### config.mk
export PLATFORM = sky130hd
export DESIGN_NAME = fu_wb_arbiter
export DESIGN_NICKNAME = d
export VERILOG_FILES = /design/src/rtl/fu_wb_arbiter.sv
export SDC_FILE = /design/constraint.sdc
export NUM_CORES = 1
export LEC_CHECK = 0
export BUFFER_PORTS_ARGS = -buffer_cell sky130_fd_sc_hd__buf_4
export CORE_MARGIN = 2
export CORE_UTILIZATION = 50
export DETAILED_ROUTE_END_ITERATION = 6
export PLACE_DENSITY_LB_ADDON = 0.25
export REMOVE_ABC_BUFFERS = 1
export SYNTH_ARGS = -nofsm -noshare
export SYNTH_HDL_FRONTEND = slang
export SYNTH_SLANG_ARGS = --single-unit
### constraint.sdc
create_clock -name clk -period 6.9 [get_ports clk]
set_clock_uncertainty 0.05 [all_clocks]
set_input_delay 0.69 -clock clk [delete_from_list [all_inputs] [get_ports clk]]
set_output_delay 0.69 -clock clk [all_outputs]
set_load 0.02 [all_outputs]
### src/rtl/fu_wb_arbiter.sv
`default_nettype none
// ============================================================================
//  Module      : fu_wb_arbiter
//  Description : Write-back arbiter for the multi-cycle functional units.
//                Captures each unit's one-cycle finish pulse into a private
//                holding register, then grants one holding register per
//                cycle (round-robin) onto the single register-file write
//                port. Reports per-unit pending status and a sticky overflow.
//  Revision    : 1.0 - initial release
// ============================================================================
module fu_wb_arbiter #(
    parameter int NUM_FU = 4,
    parameter int DATA_W = 32,
    parameter int RD_W   = 5
) (
    input  logic                                        clk,
    input  logic                                        rst,
    input  logic [NUM_FU-1:0]                           fu_finish,
    input  logic [NUM_FU*RD_W-1:0]                      fu_rd,
    input  logic [NUM_FU*DATA_W-1:0]                    fu_data,
    output logic [NUM_FU-1:0]                           fu_pending,
    output logic                                        wb_en,
    output logic [RD_W-1:0]                             wb_rd,
    output logic [DATA_W-1:0]                           wb_data,
    output logic [((NUM_FU > 1) ? $clog2(NUM_FU) : 1)-1:0] wb_src,
    output logic                                        ovf
);

    localparam int c_SRC_W = (NUM_FU > 1) ? $clog2(NUM_FU) : 1;

    // Holding registers, one per functional unit
    logic [NUM_FU-1:0]  r_valid;
    logic [RD_W-1:0]    r_hold_rd   [NUM_FU];
    logic [DATA_W-1:0]  r_hold_data [NUM_FU];

    // Most recently granted unit; the search for the next grant starts after it
    logic [c_SRC_W-1:0] r_last;
    logic               r_ovf;

    // Arbitration results
    logic               w_gnt_vld;
    logic [c_SRC_W-1:0] w_gnt_idx;
    logic [c_SRC_W-1:0] w_cand;
    logic [NUM_FU-1:0]  w_gnt;
    logic               w_ovf_evt;

    // Round-robin search over valid entries, starting at last+1 and wrapping
    always_comb begin
        w_gnt_vld = 1'b0;
        w_gnt_idx = '0;
        w_cand    = '0;
        for (int k = 1; k <= NUM_FU; k++) begin
            w_cand = c_SRC_W'((int'(r_last) + k) % NUM_FU);
            if (!w_gnt_vld && r_valid[w_cand]) begin
                w_gnt_vld = 1'b1;
                w_gnt_idx = w_cand;
            end
        end
    end

    // One-hot form of the grant, used by the per-unit capture logic
    always_comb begin
        w_gnt = '0;
        if (w_gnt_vld) begin
            w_gnt[w_gnt_idx] = 1'b1;
        end
    end

    // A finish into an occupied entry that is not being drained this cycle
    // has nowhere to go; the newer result is the one that is lost
    assign w_ovf_evt = |(fu_finish & r_valid & ~w_gnt);

    // Capture finishes; a granted entry frees and may reload in the same edge
    always_ff @(posedge clk or posedge rst) begin
        if (rst) begin
            r_valid <= '0;
            for (int i = 0; i < NUM_FU; i++) begin
                r_hold_rd[i]   <= '0;
                r_hold_data[i] <= '0;
            end
        end else begin
            for (int i = 0; i < NUM_FU; i++) begin
                if (fu_finish[i] && (!r_valid[i] || w_gnt[i])) begin
                    r_valid[i]     <= 1'b1;
                    r_hold_rd[i]   <= fu_rd[i*RD_W +: RD_W];
                    r_hold_data[i] <= fu_data[i*DATA_W +: DATA_W];
                end else if (w_gnt[i]) begin
                    r_valid[i]     <= 1'b0;
                end
            end
        end
    end

    // Register the granted entry onto the write port; rd=0 uses the slot but never writes x0
    always_ff @(posedge clk or posedge rst) begin
        if (rst) begin
            wb_en   <= 1'b0;
            wb_rd   <= '0;
            wb_data <= '0;
            wb_src  <= '0;
            r_last  <= c_SRC_W'(NUM_FU - 1);
        end else if (w_gnt_vld) begin
            wb_en   <= |r_hold_rd[w_gnt_idx];
            wb_rd   <= r_hold_rd[w_gnt_idx];
            wb_data <= r_hold_data[w_gnt_idx];
            wb_src  <= w_gnt_idx;
            r_last  <= w_gnt_idx;
        end else begin
            wb_en   <= 1'b0;
        end
    end

    // Sticky overflow flag, cleared only by reset
    always_ff @(posedge clk or posedge rst) begin
        if (rst) begin
            r_ovf <= 1'b0;
        end else if (w_ovf_evt) begin
            r_ovf <= 1'b1;
        end
    end

    assign fu_pending = r_valid;
    assign ovf        = r_ovf;

endmodule
`default_nettype wire

Word level (Yosys, flattened, before mapping). Cells that the tools add are included.

Register bits: 195. Input port bits: 154. Output and inout port bits: 45. Word-level logic and storage cells: 92.

$add $sub $neg: 4. Order comparisons: 7. Multiplexer cells: 34. Bitwise gates (word level): 4. Reductions and logical operators: 25.

Operator list (number): binary-select mux 32 bit (select 2 bit) (1); 2-to-1 mux 32 bit (2); 2-to-1 mux 1 bit (18); less-than comparator 2 x 3 -> 1 bit, second input constant (5); binary-select mux 5 bit (select 2 bit) (1); 2-to-1 mux 5 bit (2); AND 4 bit (2); binary-select mux 1 bit (select 2 bit) (4); logical AND 1 bit (8); 2-to-1 mux 2 bit (4); nonzero test 2 bit (4); zero test 1 bit (7); OR reduction 5 bit (1); adder 2 x 1 -> 2 bit, second input constant (2); adder 2 bit, second input constant (2); logical OR 1 bit (4); 2-to-1 mux 4 bit (1); NOT 4 bit (1); OR reduction 4 bit (1); greater-or-equal comparator 3 bit, second input constant (1); NOT 2 -> 3 bit (1); demux 1 bit (select 2 bit) (1); greater-or-equal comparator 2 x 1 -> 1 bit, second input constant (1).

Depth between registers and ports, before layout. Gate-level depths: netlist (run 1).

Depth after elaboration: 21. Mapped depth: 8. Gate-level depth less buffers: 5.

Worst setup path before layout (run 1). No wires, ideal clock.

Path type: reg-to-reg. Start: register r_valid[3] (netlist: fu_pending[3]). End: register r_hold_data[100] in the netlist's numbering. Library setup time: 0.125 ns. Data arrival time: 1.778 ns. Required time: 6.725 ns. Path slack: 4.947 ns. Cell stages (with the launch flop): 9. Buffers on the path: 3. Period minus slack after synthesis: 1.953 ns. Cell sequence: dfrtp_1 > buf_4 > o21bai_2 > a21oi_2 > o32ai_2 > o21a_1 > buf_6 > buf_6 > mux2_4.

Cells in the longest elaborated chain, start to end: 19. Elaborated cells on any way between the ends: 30.

RTL lines: start, declared (RTL line 32) `logic [NUM_FU-1:0] r_valid;`; start signal, assigned (RTL line 76) `r_valid <= '0;`; start signal, assigned by index (RTL line 84) `r_valid[i] <= 1'b1;`; start signal, assigned by index (RTL line 88) `r_valid[i] <= 1'b0;`; binary-select mux 1 bit (select 2 bit) (RTL line 54) `if (!w_gnt_vld && r_valid[w_cand]) begin`; 2-to-1 mux 1 bit (not written as such) (RTL line 54); 2-to-1 mux 1 bit (RTL line 54); zero test 1 bit (RTL line 54); logical AND 1 bit (RTL line 54); 2-to-1 mux 1 bit (RTL line 54); zero test 1 bit (RTL line 54); logical AND 1 bit (RTL line 54); (+3 left out); 2-to-1 mux 2 bit (RTL line 54); less-than comparator 2 x 3 -> 1 bit (not written as such) or greater-or-equal comparator 2 x 1 -> 1 bit (tied branches) (RTL line 65) `w_gnt[w_gnt_idx] = 1'b1;`; logical AND 1 bit (not written as such) (RTL line 65); 2-to-1 mux 1 bit (not written as such) (RTL line 65); demux 1 bit (select 2 bit) (RTL line 65); 2-to-1 mux 4 bit * (RTL line 64) `if (w_gnt_vld) begin`; logical OR 1 bit * (RTL line 83) `if (fu_finish[i] && (!r_valid[i] || w_gnt[i])) begin`; logical AND 1 bit * (RTL line 83); end signal, assigned by index (RTL line 86) `r_hold_data[i] <= fu_data[i*DATA_W +: DATA_W];`; end, declared (RTL line 34) `logic [DATA_W-1:0] r_hold_data [NUM_FU];`.

Every way passes the cells marked *; elsewhere a longest branch is shown, timed or not. The select of a mux whose other input is x is not followed. A chain may end at the register's enable or synchronous reset.

Final worst setup path (run 1).
Start: register r_last[1]. End: register wb_rd[2].

Cells in the longest elaborated chain, start to end: 17. Elaborated cells on any way between the ends: 30.

RTL lines: start, declared (RTL line 37) `logic [c_SRC_W-1:0] r_last;`; start signal, assigned (RTL line 101) `r_last <= c_SRC_W'(NUM_FU - 1);`; start signal, assigned (RTL line 107) `r_last <= w_gnt_idx;`; adder 2 x 1 -> 2 bit (RTL line 53) `w_cand = c_SRC_W'((int'(r_last) + k) % NUM_FU);`; binary-select mux 1 bit (select 2 bit) (RTL line 54); 2-to-1 mux 1 bit (not written as such) (RTL line 54); 2-to-1 mux 1 bit (RTL line 54); zero test 1 bit (RTL line 54); logical AND 1 bit (RTL line 54); 2-to-1 mux 1 bit (RTL line 54); zero test 1 bit (RTL line 54); logical AND 1 bit (RTL line 54); 2-to-1 mux 1 bit (RTL line 54); zero test 1 bit (RTL line 54); logical AND 1 bit (RTL line 54); 2-to-1 mux 2 bit (RTL line 54); NOT 2 -> 3 bit (not written as such) (RTL line 104) `wb_rd <= r_hold_rd[w_gnt_idx];`; binary-select mux 5 bit (select 2 bit) (RTL line 104); 2-to-1 mux 5 bit (not written as such) (2 in a row) (RTL line 104); end signal, assigned (RTL line 104); end, declared (RTL line 23) `output logic [RD_W-1:0] wb_rd,`.

Several ways; a longest one is shown, not always the timed one. The select of a mux whose other input is x is not followed.

==> metrics.md, run 1 <==
| Metric | Value |
|---|---|
| Number of enable-type register cells in the synthesized netlist | `0` |
| Fraction of post-synthesis cell area in the top cell type by area | `0.547` |
| Y dimension of the die | `137 µm` |
| Worst hold margin | `0.369 ns` |
| CP max stage cell | `sky130_fd_sc_hd__o21a_2` |
| Yosys synthesis warning count | `0` |
| Setup Viol. Count Final | `0` |
| Number of standard cells in the layout, taps in and fillers out | `1102` |
| Max Transition Viols Final | `0` |
| Buffers & Inverters on Critical Path | `0` |
| Number of optimization iterations in the first detailed-route pass | `5` |
| RSZ-0062 raised after global routing | `false` |
| Actual transition at the worst max-transition pin | `1.09 ns` |
| Die outline width | `137 µm` |
| Max clock buf depth | `2` |
| R2r worst-path depth | `5` |
| CTS HTree Levels | `4` |
| Hold violation total from the final report | `0` |
| Number of synthesized register bits | `195` |
| Worst setup SP type | `flop` |
| Leading area contributor after synthesis | `sky130_fd_sc_hd__dfrtp_1` |
| R2r setup slk | `4.06 ns` |
| Leftover overflow at the end of global routing | `0` |
| Total Negative Setup Slacks | `0 ns` |
| Part of the Yosys area used for sequential elements | `0.553` |
| Least setup slack across all paths after layout | `4.06 ns` |
| Starting DRT DRC Count | `442` |
| Most numerous cell in the Yosys netlist | `sky130_fd_sc_hd__dfrtp_1` |
| Via count of the first global-routing pass | `6583` |
| Global router's overall resource usage | `0.249` |
| Distinct cell type count after synthesis | `48` |
| Tcrit/Tclk final | `0.412` |
| Capture instance of the worst register-to-register path | `wb_rd[2]` |
| Status | `completed` |
| Maximum frequency from static timing analysis | `352 MHz` |
| Average vias per placed instance | `5.81` |
| Post-route cell area | `10900 µm²` |
| Maximum fanout count along the critical path | `45` |
| Count of vias placed by the detailed router | `6401` |
| # clock sinks | `195` |
| Fraction of layout cells with a size suffix above 1 | `0.458` |
| Post-CTS resize count | `0` |
| Number of top-level pins | `199` |
| Worst setup EP type | `flop` |
| Worst setup path startpoint | `r_last[1]` |
| Max-slew headroom | `0.272` |
| DRC errors left | `0` |
| Main area contributors after synthesis | `sky130_fd_sc_hd__dfrtp_1 55%, sky130_fd_sc_hd__mux2_2 14%, sky130_fd_sc_hd__mux2_4 5.1%, sky130_fd_sc_hd__a21o_1 3.0%, sky130_fd_sc_hd__a31oi_1 2.7%` |
| Initial antenna violation count | `0` |
| Family with the most delay on the worst path | `compound AO/OA/AOI/OAI gates` |
| Core box area | `17300 µm²` |
| Die ar. | `18700 µm²` |
| Critical Path, Cell by Cell | `mux2i_1 > o21a_2 > nand2_2 > a211oi_1 > o31ai_1` |
| Input/output buffers | `198` |
| First-pass GRT wire length | `35200 µm` |
| TritonCTS clock tree | `yes` |
| Post-synth top flop | `sky130_fd_sc_hd__dfrtp_1` |
| Area Growth Syn to Fin | `23.8%` |
| Areal power density over the cells | `547 nW/µm²` |
| Max_cap viols | `0` |
| Post-CTS Setup Bufs | `0` |
| Placement Setup Slack | `4.10 ns` |
| Type of the tightest min-delay check | `in -> async` |
| Post-placement cell area | `10300 µm²` |
| Final weighted congestion in routability-driven placement | `0.821` |
| List of most frequent post-synthesis cells | `193 x sky130_fd_sc_hd__dfrtp_1, 113 x sky130_fd_sc_hd__mux2_2, 43 x sky130_fd_sc_hd__o21ai_0, 41 x sky130_fd_sc_hd__nor2_1, 38 x sky130_fd_sc_hd__a31oi_1` |
| Share of synthesized flip-flops with an asynchronous set or reset | `1.00` |
| Path type of the worst setup path | `reg -> reg` |
| Static leakage | `4.94 nW` |
| Cell at the root of the clock tree | `sky130_fd_sc_hd__clkbuf_16` |
| Remaining antenna violation count after routing | `0` |
| Total number of nets in the final design | `1018` |
| Clock network latency to the later pin of the worst-skew pair | `0.42 ns` |
| Starting density of the core | `0.510` |
| Total routed wirelength | `22700 µm` |
| Maximum vdd drop | `0.328 mV` |
| Average footprint of a synthesized cell | `12.8 µm²` |
| Pin count of the biggest net entering global routing | `126` |
| HPWL after detailed placement | `14900 µm` |
| Post-DR wirelength/cell | `20.6 µm` |
| TritonCTS Buffers | `17` |
| Arrival time at the worst endpoint | `3.09 ns` |
| Number of rows in the core area | `48` |
| Worst path max stage delay | `0.87 ns` |
| Req. time, crit path | `7.15 ns` |
| Clock transition at the register clock pins on the worst setup and hold paths after CTS | `0.07 ns` |
| Mapped Cells | `692` |
| Netlist area before placement | `8820 µm²` |
| Antenna diodes | `0` |
| Number of instances in the placed design | `1070` |
| Worst r2r src | `r_last[1]` |
| Number of hold-repair buffers added at the cts stage | `0` |
| Post-layout min period | `2.84 ns` |
## sequential cells by signal (all words and copies together) (netlist names)
name	flops
r_hold_rd	20
fu_pending	4
r_hold_data	128
wb_src	2
r_last	2
wb_data	32
wb_en	1
ovf	1
wb_rd	5
## stage by stage
step	utilization	total power, mW
after floorplan	-	4.03
after CTS	0.632	5.99
after global routing	0.632	6.33
after global placement	0.597	4.82
after detailed placement	0.597	4.96
final	0.632	5.98
## placed cells by master, fill, tap and decap left out, types with 2 or more instances in the layout
cell type,n
sky130_fd_sc_hd__inv_1,4
sky130_fd_sc_hd__nand3b_1,2
sky130_fd_sc_hd__o21ai_1,3
sky130_fd_sc_hd__o21a_2,2
sky130_fd_sc_hd__bufinv_16,3
sky130_fd_sc_hd__and3_1,4
sky130_fd_sc_hd__dfstp_2,2
sky130_fd_sc_hd__nand2_2,3
sky130_fd_sc_hd__mux2_2,113
sky130_fd_sc_hd__or2_2,3
sky130_fd_sc_hd__mux2_4,30
sky130_fd_sc_hd__clkbuf_8,2
sky130_fd_sc_hd__nand3_1,36
sky130_fd_sc_hd__a31oi_1,38
sky130_fd_sc_hd__a211oi_1,4
sky130_fd_sc_hd__nor2_1,41
sky130_fd_sc_hd__a21o_1,35
sky130_fd_sc_hd__clkinv_2,3
sky130_fd_sc_hd__nor2b_1,3
sky130_fd_sc_hd__a32o_1,3
sky130_fd_sc_hd__o21ai_0,43
sky130_fd_sc_hd__clkinvlp_4,2
sky130_fd_sc_hd__buf_4,207
sky130_fd_sc_hd__nand2b_1,2
sky130_fd_sc_hd__a21oi_1,2
sky130_fd_sc_hd__a32oi_1,3
sky130_fd_sc_hd__nand2_1,9
sky130_fd_sc_hd__o21a_1,3
sky130_fd_sc_hd__dfrtp_1,193
sky130_fd_sc_hd__clkbuf_1,4
sky130_fd_sc_hd__mux2_1,5
sky130_fd_sc_hd__o31ai_1,2
sky130_fd_sc_hd__o21ai_4,3
sky130_fd_sc_hd__clkbuf_16,17
sky130_fd_sc_hd__a22oi_1,30
## report_power, final
part / switching [mW] / total, mW / internal [mW] / leakage (nW)
sequential: 0.401 / 2.16 / 1.76 / 2.29
combinational: 1.44 / 2.81 / 1.37 / 2.36
clock: 0.415 / 1.00 / 0.589 / 0.287
## worst register-to-register path, cell delays in order (launching register included)
cell and delay [ns]:
sky130_fd_sc_hd__dfstp_2 0.69, sky130_fd_sc_hd__mux2i_1 0.40, sky130_fd_sc_hd__o21a_2 0.87, sky130_fd_sc_hd__nand2_2 0.28, sky130_fd_sc_hd__a211oi_1 0.34, sky130_fd_sc_hd__o31ai_1 0.09
## routing by layer
metal,GRT usage,vias up,part of all wire
met5,0,-,0
met2,0.404,266,0.48
met3,0.0774,26,0.086
li1,-,2874,-
met4,0.0590,0,0.013
met1,0.328,3235,0.42
## kinds of logic after synthesis
| kind of cell | share of synthesized area |
|---|---|
| mux | 0.203 |
| flops | 0.553 |
| buf+inv | 0.0444 |
| simple gates | 0.0557 |
| compound gates | 0.144 |
## area by class of cell
type | count | area [µm²]
multi-input cells | 438 | 3590
well taps | 225 | 282
flip-flops and latches | 195 | 4880
fillers | 1361 | 6370
clock buffers | 23 | 468
clock inverters | 9 | 129
inverters | 5 | 26.3
repair buffers | 207 | 1550
## how the worst max path moves through the flow
| stage | endpoint | slack, ns | cells after the start |
|---|---|---|---|
| after floorplan | fu_pending[0] | 0.85 | 1 |
| after global placement | r_hold_rd[15] | 4.17 | 7 |
| after detailed placement | r_hold_rd[18] | 4.10 | 7 |
| after CTS | r_hold_rd[18] | 4.07 | 7 |
| after global routing | wb_data[5] | 3.88 | 5 |
| final | wb_rd[2] | 4.06 | 5 |
(Power assumes the default switching activity.)
==> inputs of run 2 (changes only) <==
CORE_UTILIZATION = 49   (was 50)
clock period = 2.49 ns   (was 6.9 ns; I/O delays follow)
==> run 2 against run 1 <==
Critical path depth rose by 1. Clock-buffer cell count fell by 5. Worst setup slack got worse by 3.9 ns. Register-to-register slack got worse by 3.9 ns. Largest cell class unchanged. Largest power group unchanged.
==> metrics.md, run 2 (synthesis gave the netlist of run 1 again) <==
| Metric | Value |
|---|---|
| Post-route cell area | `12400 µm² (was 10900 µm²)` |
| Status | `completed (unchanged)` |
| Final weighted congestion in routability-driven placement | `0.842 (was 0.821)` |
| Areal power density over the cells | `1380 nW/µm² (was 547 nW/µm²)` |
| Total number of nets in the final design | `1163 (was 1018)` |
| Average vias per placed instance | `5.62 (was 5.81)` |
| Remaining antenna violation count after routing | `0 (unchanged)` |
| CP max stage cell | `sky130_fd_sc_hd__dfstp_2 (was sky130_fd_sc_hd__o21a_2)` |
| Part of the power in combinational logic | `0.489 (was 0.470)` |
| Maximum vdd drop | `0.659 mV (was 0.328 mV)` |
| CTS HTree Levels | `4 (unchanged)` |
| Switching fraction of total power | `0.386 (was 0.378)` |
| Number of rows in the core area | `49 (was 48)` |
| Input/output buffers | `198 (unchanged)` |
| Actual transition at the worst max-transition pin | `0.812 ns (was 1.09 ns)` |
| Post-CTS resize count | `0 (unchanged)` |
| Pin count of the biggest net entering global routing | `78 (was 126)` |
| Initial antenna violation count | `0 (unchanged)` |
| Setup Viol. Count Final | `0 (unchanged)` |
| Max_cap viols | `0 (unchanged)` |
| Fraction of layout cells with a size suffix above 1 | `0.416 (was 0.458)` |
| RSZ-0062 raised after global routing | `false (unchanged)` |
| Static leakage | `5.57 nW (was 4.94 nW)` |
| End-of-flow core utilization | `0.695 (was 0.632)` |
| Worst setup SP type | `flop (unchanged)` |
| Worst setup path startpoint | `r_last[1] (unchanged)` |
| Leading cell type in the layout, fill and taps excluded | `sky130_fd_sc_hd__buf_4 (unchanged)` |
| Layout fillers | `1168 (was 1361)` |
| Die ar. | `19100 µm² (was 18700 µm²)` |
| Internal power of the cells | `10.5 mW (was 3.72 mW)` |
| TritonCTS clock tree | `yes (unchanged)` |
| Worst setup EP type | `flop (unchanged)` |
| Clock network power share | `0.161 (was 0.168)` |
| Global router's overall resource usage | `0.263 (was 0.249)` |
| Die outline width | `138 µm (was 137 µm)` |
| Post-DR wirelength/cell | `19.9 µm (was 20.6 µm)` |
| Area Growth Syn to Fin | `40.4% (was 23.8%)` |
| Clock transition at the register clock pins on the worst setup and hold paths after CTS | `0.07 ns (about the same)` |
| Starting density of the core | `0.495 (was 0.510)` |
| First-pass GRT wire length | `39900 µm (was 35200 µm)` |
| Cell at the root of the clock tree | `sky130_fd_sc_hd__clkbuf_16 (unchanged)` |
| Leftover overflow at the end of global routing | `0 (unchanged)` |
| Net switching power | `6.60 mW (was 2.26 mW)` |
| Tcrit/Tclk final | `0.955 (was 0.412)` |
| HPWL after detailed placement | `15800 µm (was 14900 µm)` |
| # clock sinks | `195 (unchanged)` |
| Number of top-level pins | `199 (unchanged)` |
| Clock network latency to the later pin of the worst-skew pair | `0.43 ns (was 0.42 ns)` |
| Registers with the highest flip-flop counts | `r_hold_data (128), wb_data (32), r_hold_rd (20) (unchanged)` |
| Max clock buf depth | `2 (unchanged)` |
| Most flops, register | `r_hold_data (unchanged)` |
| Most frequent cells in the layout | `220 x sky130_fd_sc_hd__buf_4, 193 x sky130_fd_sc_hd__dfrtp_1, 127 x sky130_fd_sc_hd__dlygate4sd3_1 (was 207 x sky130_fd_sc_hd__buf_4, 193 x sky130_fd_sc_hd__dfrtp_1, 113 x sky130_fd_sc_hd__mux2_2)` |
| Req. time, crit path | `2.80 ns (was 7.15 ns)` |
| Total routed wirelength | `24900 µm (was 22700 µm)` |
| Power, Total | `17.1 mW (was 5.98 mW)` |
| Maximum fanout count along the critical path | `15 (was 45)` |
| R2r worst-path depth | `6 (was 5)` |
| Hold violation total from the final report | `0 (unchanged)` |
| Antenna diodes | `0 (unchanged)` |
| Via count of the first global-routing pass | `7408 (was 6583)` |
| Y dimension of the die | `138 µm (was 137 µm)` |
| TritonCTS Buffers | `17 (unchanged)` |
| Max-slew headroom | `0.459 (was 0.272)` |
| Largest register FFs | `128 (unchanged)` |
| Number of optimization iterations in the first detailed-route pass | `7 (was 5)` |
| Type of the tightest min-delay check | `in -> reg (was in -> async)` |
| Critical path capture point | `wb_en (was wb_rd[2])` |
| Starting DRT DRC Count | `520 (was 442)` |
| Worst r2r src | `r_last[1] (unchanged)` |
| Path type of the worst setup path | `reg -> reg (unchanged)` |
| Reg power frac | `0.349 (was 0.362)` |
| Post-placement cell area | `10500 µm² (was 10300 µm²)` |
| Maximum frequency from static timing analysis | `421 MHz (was 352 MHz)` |
| Capture instance of the worst register-to-register path | `wb_en (was wb_rd[2])` |
| DRC errors left | `0 (unchanged)` |
| Post-layout min period | `2.38 ns (was 2.84 ns)` |
| Worst path max stage delay | `0.68 ns (was 0.87 ns)` |
| R2r setup slk | `0.11 ns (was 4.06 ns)` |
| Core box area | `17800 µm² (was 17300 µm²)` |
| Critical Path, Cell by Cell | `mux2i_1 > o21a_2 > buf_4 > nand3_1 > a32o_1 > a41oi_2 (was mux2i_1 > o21a_2 > nand2_2 > a211oi_1 > o31ai_1)` |
| Count of vias placed by the detailed router | `7032 (was 6401)` |
| Arrival time at the worst endpoint | `2.69 ns (was 3.09 ns)` |
| Max Transition Viols Final | `0 (unchanged)` |
[run 2: worst min path at each step]
stage | startpoint | end | slack, ns | depth (start not counted)
floorplan | fu_finish[3] | fu_pending[3] | 0.30 | 2
global placement | rst | r_hold_data[106] | 0.29 | 2
detailed placement | rst | wb_data[10] | 0.30 | 2
CTS | fu_data[107] | r_hold_data[11] | 0.0001 | 2
global route | fu_data[97] | r_hold_data[1] | 0.003 | 2
finish | fu_data[97] | r_hold_data[1] | 0.009 | 2
[run 2: metrics by stage]
stage	cells	TNS (ns)	hold slack (ns)	setup slack, ns
floorplan	638	-645.89	0.299	-3.12
finish	1251	0	0.00928	0.112
global placement	1092	0	0.288	0.310
global route	1251	0	0.00319	0.0188
CTS	1251	0	0.000149	0.146
detailed placement	1092	0	0.299	0.164
[run 2: timing repair]
item	in CTS	in global routing
hold endpoints to repair	198	0
hold buffers	127	0
buffers inserted	0	0
[run 2: power groups by stage]
stage | logic (mW) | registers [mW] | clock network (mW)
2_1_floorplan | 5.13 | 6.05 | 0
3_3_place_gp | 7.82 | 5.86 | 0
3_5_place_dp | 8.11 | 5.96 | 0
4_1_cts | 8.33 | 5.92 | 2.77
5_1_grt | 9.00 | 6.15 | 2.90
6_report | 8.36 | 5.96 | 2.76
[run 2: layout make-up]
cell class | count | area (µm²) | share of cell area
Sequential cell | 195 | 4880 | 0.394
Multi-Input combinational cell | 438 | 3590 | 0.289
Timing Repair Buffer | 352 | 3020 | 0.244
Clock buffer | 18 | 439 | 0.0354
Tap cell | 229 | 287 | 0.0231
Clock inverter | 14 | 148 | 0.0119
Inverter | 5 | 26.3 | 0.00212
[run 2: layer usage]
layer / track usage / vias up / share of wire
met5: 0 / - / 0
met4: 0.0741 / 0 / 0.016
met3: 0.0433 / 36 / 0.054
met2: 0.431 / 294 / 0.48
met1: 0.367 / 3546 / 0.45
li1: - / 3156 / -
[run 2: worst max-delay path: cells and delay by family, from the launching register on]
| family | cells | cell delay, ns |
|---|---|---|
| AO/OA/AOI/OAI | 3 | 0.79 |
| AND/OR/NAND/NOR | 1 | 0.12 |
| buffers and inverters | 1 | 0.26 |
| multiplexers | 1 | 0.40 |
| flip-flops | 1 | 0.68 |
==> inputs of run 3 (changes only) <==
CORE_UTILIZATION = 50   (was 49)
clock period = 2.95 ns   (was 2.49 ns; I/O delays follow)
==> run 3 against run 2 <==
Register-to-register slack better by 0.22 ns. Sequential share of layout area grew 4.6 points. Utilization is 5.4 points lower. Die area shrank 1.9%. Power decreased by 17%. Routed wire length down 6.8%. Critical path type unchanged. Largest cell class unchanged. Highest routed layer unchanged.
==> metrics.md, run 3 (synthesis gave the netlist of run 1 again) <==
| Metric | Value |
|---|---|
| Power, Total | `14.2 mW (was 17.1 mW)` |
| Path type of the worst setup path | `reg -> reg (unchanged)` |
| Areal power density over the cells | `1280 nW/µm² (was 1380 nW/µm²)` |
| Input/output buffers | `198 (unchanged)` |
| Max clock buf depth | `2 (unchanged)` |
| DRC errors left | `0 (unchanged)` |
| Arrival time at the worst endpoint | `2.92 ns (was 2.69 ns)` |
| Hold Path Origin | `fu_finish[3] (was fu_data[97])` |
| Area Growth Syn to Fin | `25.7% (was 40.4%)` |
| Req. time, crit path | `3.25 ns (was 2.80 ns)` |
| Buffers & Inverters on Critical Path | `1 (unchanged)` |
| HPWL after detailed placement | `15900 µm (was 15800 µm)` |
| Capture instance of the worst register-to-register path | `wb_data[2] (was wb_en)` |
| Leading cell type in the layout, fill and taps excluded | `sky130_fd_sc_hd__buf_4 (unchanged)` |
| Die ar. | `18700 µm² (was 19100 µm²)` |
| Tcrit/Tclk final | `0.887 (was 0.955)` |
| Worst setup SP type | `flop (unchanged)` |
| Worst path max stage delay | `0.68 ns (about the same)` |
| Maximum frequency from static timing analysis | `382 MHz (was 421 MHz)` |
| Hold violation total from the final report | `0 (unchanged)` |
| Number of rows in the core area | `48 (was 49)` |
| R2r worst-path depth | `6 (unchanged)` |
| Y dimension of the die | `137 µm (was 138 µm)` |
| Cell at the root of the clock tree | `sky130_fd_sc_hd__clkbuf_16 (unchanged)` |
| Clock network latency to the later pin of the worst-skew pair | `0.43 ns (about the same)` |
| Actual transition at the worst max-transition pin | `0.755 ns (was 0.812 ns)` |
| Family with the most delay on the worst path | `compound AO/OA/AOI/OAI gates (unchanged)` |
| Most frequent cells in the layout | `213 x sky130_fd_sc_hd__buf_4, 193 x sky130_fd_sc_hd__dfrtp_1, 113 x sky130_fd_sc_hd__mux2_2 (was 220 x sky130_fd_sc_hd__buf_4, 193 x sky130_fd_sc_hd__dfrtp_1, 127 x sky130_fd_sc_hd__dlygate4sd3_1)` |
| CP max stage cell | `sky130_fd_sc_hd__dfstp_2 (unchanged)` |
| Max Transition Viols Final | `0 (unchanged)` |
| Count of cell instances traversed by the critical path | `6 (unchanged)` |
| Post-CTS Setup Bufs | `0 (unchanged)` |
| Worst hold margin | `0.0314 ns (was 0.00928 ns)` |
| Worst setup EP type | `flop (unchanged)` |
| Static leakage | `5.02 nW (was 5.57 nW)` |
| Post-layout min period | `2.62 ns (was 2.38 ns)` |
| Core box area | `17300 µm² (was 17800 µm²)` |
| TritonCTS Buffers | `17 (unchanged)` |
| Leftover overflow at the end of global routing | `0 (unchanged)` |
| Largest register FFs | `128 (unchanged)` |
| Type of the tightest min-delay check | `in -> reg (unchanged)` |
| Post-DR wirelength/cell | `20.9 µm (was 19.9 µm)` |
| First-pass GRT wire length | `36200 µm (was 39900 µm)` |
| Pin count of the biggest net entering global routing | `89 (was 78)` |
| Post-placement cell area | `10500 µm² (about the same)` |
| Worst r2r src | `r_last[1] (unchanged)` |
| Worst setup path startpoint | `r_last[1] (unchanged)` |
| Critical Path, Cell by Cell | `mux2i_1 > o21a_2 > buf_4 > nand3_1 > a21o_1 > a31oi_1 (was mux2i_1 > o21a_2 > buf_4 > nand3_1 > a32o_1 > a41oi_2)` |
| Post-CTS resize count | `0 (unchanged)` |
| Remaining antenna violation count after routing | `0 (unchanged)` |
| CTS HTree Levels | `4 (unchanged)` |
| Total Negative Setup Slacks | `0 ns (unchanged)` |
| Starting density of the core | `0.510 (was 0.495)` |
| Initial antenna violation count | `0 (unchanged)` |
| # clock sinks | `195 (unchanged)` |
| End-of-flow core utilization | `0.641 (was 0.695)` |
| Max_cap viols | `0 (unchanged)` |
| Total routed wirelength | `23200 µm (was 24900 µm)` |
| TritonCTS clock tree | `yes (unchanged)` |
| Via count of the first global-routing pass | `6682 (was 7408)` |
| Global router's overall resource usage | `0.256 (was 0.263)` |
| Placement Setup Slack | `0.363 ns (was 0.164 ns)` |
| Least setup slack across all paths after layout | `0.332 ns (was 0.112 ns)` |
| Maximum vdd drop | `0.600 mV (was 0.659 mV)` |
| Status | `completed (unchanged)` |
| Max-slew headroom | `0.495 (was 0.459)` |
| Die outline width | `137 µm (was 138 µm)` |
| Setup Viol. Count Final | `0 (unchanged)` |
| Critical path capture point | `wb_data[2] (was wb_en)` |
| Fraction of layout cells with a size suffix above 1 | `0.469 (was 0.416)` |
| Registers with the highest flip-flop counts | `r_hold_data (128), wb_data (32), r_hold_rd (20) (unchanged)` |
| RSZ-0062 raised after global routing | `false (unchanged)` |
| Average vias per placed instance | `5.80 (was 5.62)` |
| Number of instances in the placed design | `1081 (was 1092)` |
| Number of top-level pins | `199 (unchanged)` |
| Number of optimization iterations in the first detailed-route pass | `5 (was 7)` |
| Clock transition at the register clock pins on the worst setup and hold paths after CTS | `0.07 ns (about the same)` |
| R2r setup slk | `0.33 ns (was 0.11 ns)` |
| Number of standard cells in the layout, taps in and fillers out | `1114 (was 1251)` |
| Number of hold-repair buffers added at the cts stage | `1 (was 127)` |
| Maximum fanout count along the critical path | `26 (was 15)` |
| Count of vias placed by the detailed router | `6457 (was 7032)` |
| Final weighted congestion in routability-driven placement | `0.842 (about the same)` |
| Antenna diodes | `0 (unchanged)` |
| Starting DRT DRC Count | `370 (was 520)` |
| Post-route cell area | `11100 µm² (was 12400 µm²)` |
| Layout fillers | `1360 (was 1168)` |
| Most flops, register | `r_hold_data (unchanged)` |
| Total number of nets in the final design | `1030 (was 1163)` |
-- run 3: cell types whose count changed in the layout (fill, tap and decap cells not counted), moves of 3 or more --
| cell | previous run | this run |
|---|---|---|
| sky130_fd_sc_hd__clkinv_4 | 0 | 3 |
| sky130_fd_sc_hd__buf_4 | 220 | 213 |
| sky130_fd_sc_hd__inv_6 | 5 | 2 |
| sky130_fd_sc_hd__dlygate4sd3_1 | 127 | 1 |
-- run 3: power breakdown --
part / switching [mW] / internal [mW]
combinational: 3.50 / 3.34
clock: 1.04 / 1.31
sequential: 0.907 / 4.12
total: 5.45 / 8.76
-- run 3: worst min path at each step --
stage                  endpoint  slack (ns)  cells past startpoint
6_report          fu_pending[3]        0.03                      3
5_1_grt         r_hold_data[84]        0.03                      2
4_1_cts           fu_pending[3]        0.01                      3
3_5_place_dp   r_hold_data[113]        0.39                      2
3_3_place_gp   r_hold_data[122]        0.38                      2
2_1_floorplan     fu_pending[3]        0.35                      2
-- run 3: routing by layer --
| metal | vias to the layer above | wire length, µm | GRT usage | part of all wire |
|---|---|---|---|---|
| met4 | 0 | 249 | 0.0750 | 0.011 |
| met3 | 22 | 1940 | 0.0656 | 0.083 |
| li1 | 2907 | - | - | - |
| met1 | 3278 | 9790 | 0.340 | 0.42 |
| met5 | - | 0 | 0 | 0 |
| met2 | 250 | 11300 | 0.416 | 0.48 |
-- run 3: layout make-up --
class | instances | area (µm²) | share of cell area
Sequential cell | 195 | 4880 | 0.440
Clock buffer | 19 | 453 | 0.0408
Tap cell | 225 | 282 | 0.0254
Clock inverter | 13 | 150 | 0.0135
Inverter | 5 | 26.3 | 0.00237
Multi-Input combinational cell | 438 | 3590 | 0.323
Timing Repair Buffer | 219 | 1710 | 0.154
-- run 3: worst min-delay path: cells and delay by family --
family,cells,cell delay [ns]
buf+inv,2,0.13
simple gates,1,0.05
